--- config.mk ---
export PLATFORM = sky130hd
export DESIGN_NAME = rf_scoreboard
export DESIGN_NICKNAME = d
export VERILOG_FILES = /design/src/rtl/rf_scoreboard.sv
export SDC_FILE = /design/constraint.sdc
export NUM_CORES = 2
export LEC_CHECK = 0
export CORE_MARGIN = 3
export CORE_UTILIZATION = 50
export DETAILED_ROUTE_END_ITERATION = 8
export PLACE_DENSITY = 0.66
export SETUP_SLACK_MARGIN = 0.5
export SLEW_MARGIN = 20
export SYNTH_ARGS = -nofsm -noshare
export SYNTH_HDL_FRONTEND = slang
export SYNTH_SLANG_ARGS = --single-unit
--- constraint.sdc ---
create_clock -name clk -period 38.8 [get_ports clk]
set_input_delay 3.88 -clock clk [delete_from_list [all_inputs] [get_ports clk]]
set_output_delay 3.88 -clock clk [all_outputs]
set_load 0.05 [all_outputs]
--- src/rtl/rf_scoreboard.sv ---
// Multi-read-port register file with write-through bypass and a per-register
// pending-writer scoreboard for the ID stage. Register 0 reads as zero.
module rf_scoreboard #(
    parameter int DW     = 32,
    parameter int AW     = 5,
    parameter int NRP    = 2,
    parameter int BYPASS = 1,
    parameter int CW     = 2
) (
    input  logic              clk,
    input  logic              rst,
    input  logic [NRP*AW-1:0] rR,
    output logic [NRP*DW-1:0] RD,
    output logic [NRP-1:0]    rd_pend,
    input  logic [AW-1:0]     WR,
    input  logic [DW-1:0]     WD,
    input  logic              rf_we,
    input  logic              iss_we,
    input  logic [AW-1:0]     iss_wr,
    output logic              iss_full,
    output logic              err
);

    localparam int unsigned DEPTH = 2**AW;

    logic [DW-1:0] regs [DEPTH];
    logic [CW-1:0] cnt  [DEPTH];

    logic          wr_ok;
    logic          inc;
    logic          dec;
    logic          iss_bad;
    logic          ret_bad;

    logic [AW-1:0] ra;
    logic [CW-1:0] ra_cnt;
    logic          hit;

    // iss_full deliberately ignores a same-cycle retire: no path from rf_we.
    assign iss_full = (iss_wr != '0) && (cnt[iss_wr] == '1);
    assign wr_ok    = rf_we && (WR != '0);
    assign inc      = iss_we && (iss_wr != '0) && !iss_full;
    assign dec      = wr_ok && (cnt[WR] != '0);
    assign iss_bad  = iss_we && iss_full;
    assign ret_bad  = wr_ok && (cnt[WR] == '0);

    always_ff @(posedge clk or posedge rst) begin
        if (rst) begin
            for (int unsigned r = 0; r < DEPTH; r++) begin
                regs[r] <= '0;
                cnt[r]  <= '0;
            end
            err <= 1'b0;
        end else begin
            if (iss_bad || ret_bad)
                err <= 1'b1;
            if (wr_ok)
                regs[WR] <= WD;
            // An issue and a retire of the same register cancel out.
            if (inc && !(dec && (WR == iss_wr)))
                cnt[iss_wr] <= cnt[iss_wr] + 1'b1;
            if (dec && !(inc && (WR == iss_wr)))
                cnt[WR] <= cnt[WR] - 1'b1;
        end
    end

    always_comb begin
        RD      = '0;
        rd_pend = '0;
        ra      = '0;
        ra_cnt  = '0;
        hit     = 1'b0;
        for (int unsigned i = 0; i < NRP; i++) begin
            ra     = rR[i*AW +: AW];
            ra_cnt = cnt[ra];
            hit    = (BYPASS != 0) && !rst && rf_we && (WR == ra) && (ra != '0);
            if (ra == '0)
                RD[i*DW +: DW] = '0;
            else if (hit)
                RD[i*DW +: DW] = WD;
            else
                RD[i*DW +: DW] = regs[ra];
            // With bypass, a retiring writer already delivers its data this cycle.
            rd_pend[i] = (ra != '0) && (ra_cnt != '0) && !(hit && (ra_cnt == CW'(1)));
        end
    end

endmodule
==> results.md <==
* Simple logic cell fraction of the synthesized area at 0.0305
* Share of the synthesized area in the top cell type at 0.448
* Drt drc at 0
* Synth Area in Compound Gates at 0.0385
* Setup TNS at 0 ns
* Area Growth Syn to Fin at 10.6%
* DR pass1 iterations at 5
* Mapped Area at 60800 um^2
* Worst slew pin tran at 1.16 ns
* Post-synthesis sequential area ratio at 0.448
* Final net count at 4024
* Reg2Reg Setup Slack at 34.39 ns
* Hold violation count in the final report at 0
* Largest family of logic cells by synthesized area: multiplexers
* Final worst slack at 26.31 ns
* Hold_buf cts at 0
* Drt total wl at 190000 um
* Switching share of power at 0.292
* Initial antenna violation count at 6
* Clk_lat worst skew at 0.73 ns
* Crit Reg-Reg Startpoint: cnt[58]$_DFF_PP0_
* Final period utilization at 0.322
* Max_slew headroom at 0.229
* Worst endpoint required time at 34.92 ns
* Worst clock skew at 0.0248 ns
* Die height at 355 um
* Die X at 355 um
* CTS Sinks at 1089
* Clk network pwr share at 0.331
* Setup bufs post-CTS at 0
* H-tree levels at 3
* Worst min path class: reg -> reg
* Ys flop type: dfrtp_1
* Post-synth cell types at 62
* I/O pin count at 124
* Post-route antenna net violation count at 0
* Fin area at 67200 um^2
* CP max FO at 60
* Startpoint types: input port
* Area leader, netlist: dfrtp_1
* Cell with the most instances after synthesis: dfrtp_1
* Vias in the first global route at 39504
* VDD IR-drop max at 0.0396 mV
* Placed cell area at 63000 um^2
* Seq pwr share at 0.428
* Critical path class: in -> out
* Reg2reg end: cnt[2]$_DFF_PP0_
* Leakage at 28.3 nW
* Final non-filler cell total at 5679
* CP Capture Type: primary output
* First-pass GRT wire length at 279000 um
* RSZ-0062 raised after global routing: no
* Inst Count DP at 5457
* Finish-stage setup viols at 0
* Flop and latch count out of synthesis at 1089
* Maxcap violations at 0
* Min Tclk post-route at 12.49 ns
* Post-Synth XOR/XNOR Area at 0.00216
* GPL Wtd Cong at 0.926
* Worst setup path start: rR[0]
* CP arrival at 8.61 ns
* Most frequent cells after synthesis: dfrtp_1, mux2_2, mux4_2
* # resized after CTS at 0
* Worst r2r path cells at 11
* Core area at 120000 um^2
* CTS tree: built
* Peak Freq at 80.1 MHz
* Mux cell area share after synthesis at 0.444
* Vias at 38949
* Pwr dens at 54.3 nW/um^2
* Ys async rst share at 1.00
* Hold Path Depth at 0
* EDFF count, synth at 0
* Worst hold start: regs[1017]$_DFFE_PP0P_
* Main area contributors after synthesis: dfrtp_1, mux4_2, mux2_2, mux2i_1, clkbuf_1
* GRT Util Overall at 0.303
* Number of port buffers at 123
* FP Rows at 127
* Slew Viols, Final at 0
* WHS Endpoint: regs[1017]$_DFFE_PP0P_
* Detail Placement HPWL at 105000 um
* Die area at 126000 um^2
* Internal at 0.00258 W
* Maximum clock path buffer count at 3
* Cells after Synth at 4079
* Post-synthesis adder-cell area fraction at 0.000412
* CTS Buf Count at 118
* Clk pin slew, worst setup/hold paths at 0.06 ns
* Post-place setup slack at 26.18 ns
* Pin count of the biggest net entering global routing at 172
* Root buffer cell: clkbuf_16
* Status: finished, final reports clean
* Initial DRC Count at 4784
* Avg WL per Cell at 33.5 um
* Gr ovfl total at 0
* Initial Util at 0.505
* Vias per std cell at 6.86
* Syn. warnings at 0
* P_sw at 0.00107 W
* Avg Cell Area, Syn at 14.9 um^2
* Ratio of cells with drive above 1 in the final layout at 0.491
* Logic pwr share at 0.241
* Syn_nets at 4137
## metal layers
| metal | wire length, um | part of all wire | global-route usage | vias to the layer above |
|---|---|---|---|---|
| li1 | - | - | - | 15635 |
| met1 | 76100 | 0.40 | 0.418 | 21088 |
| met5 | 29 | 0.00015 | 0 | - |
| met4 | 8370 | 0.044 | 0.114 | 4 |
| met2 | 88200 | 0.46 | 0.467 | 1816 |
| met3 | 17800 | 0.093 | 0.0774 | 406 |
## cell type report
cell class                      instances  area, um^2
Clock buffer                          179        3590
Multi-Input combinational cell       2511       31600
Tap cell                             1612        2020
Antenna cell                            3        7.51
Timing Repair Buffer                  238        2120
Clock inverter                         39         597
Sequential cell                      1089       27300
Inverter                                8        37.5
Fill cell                            9617       53100
## registers in the layout, summed over array words and instances, names as in the netlist
register / count
regs: 1024
cnt: 64
err: 1
## metrics by stage
step                      hold WS, ns  utilization  power [W]
after floorplan                 0.441            -    0.00220
after global placement          0.377        0.524    0.00242
after detailed placement        0.382        0.524    0.00245
after CTS                       0.397        0.559    0.00366
after global routing            0.408        0.559    0.00380
final                           0.391        0.559    0.00365
## cell usage in the layout (no fill, tap or decap), types with 61 or more instances in the layout
master and n:
a211oi_1 82, clkbuf_16 119, dfrtp_1 1089, buf_4 111, mux2_2 1009, clkdlybuf4s50_1 101, a21oi_1 61, mux2i_1 209
nor2b_1 89, mux4_2 590
## logic make-up (layout without fill, tap and decap cells)
group                    count (synthesis)  in the layout
multiplexers                          1828           1828
flip-flops                            1089           1089
buffers and inverters                  479            464
AND/OR/NAND/NOR                        343            343
AO/OA/AOI/OAI                          323            323
XOR/XNOR                                15             15
adder cells (fa/ha/maj)                  2              2
other                                    0              3
## power groups by stage
stage	Clock, W	Sequential (W)	Combinational (W)
finish	0.00121	0.00156	0.000879
global route	0.00127	0.00159	0.000936
CTS	0.00123	0.00155	0.000879
detailed placement	0	0.00157	0.000875
floorplan	0	0.00151	0.000693
global placement	0	0.00156	0.000861
## worst max-delay path, stage by stage
cell and delay (ns):
buf_8 0.52, buf_4 0.92, buf_4 0.88, mux4_2 0.60, mux4_2 0.46, nor2_1 0.15
a2111oi_0 0.10, a21o_1 0.27, clkdlybuf4s50_1 0.74
## worst max path at each step
stage / endpoint / slack [ns] / cells after the start
after CTS: RD[22] / 26.18 / 9
after floorplan: cnt[0]$_DFF_PP0_ / 4.26 / 1
after global placement: RD[22] / 26.20 / 9
after detailed placement: RD[22] / 26.18 / 9
after global routing: RD[22] / 25.94 / 9
final: RD[22] / 26.31 / 9
Note: power is estimated with default switching activity, not from simulation.
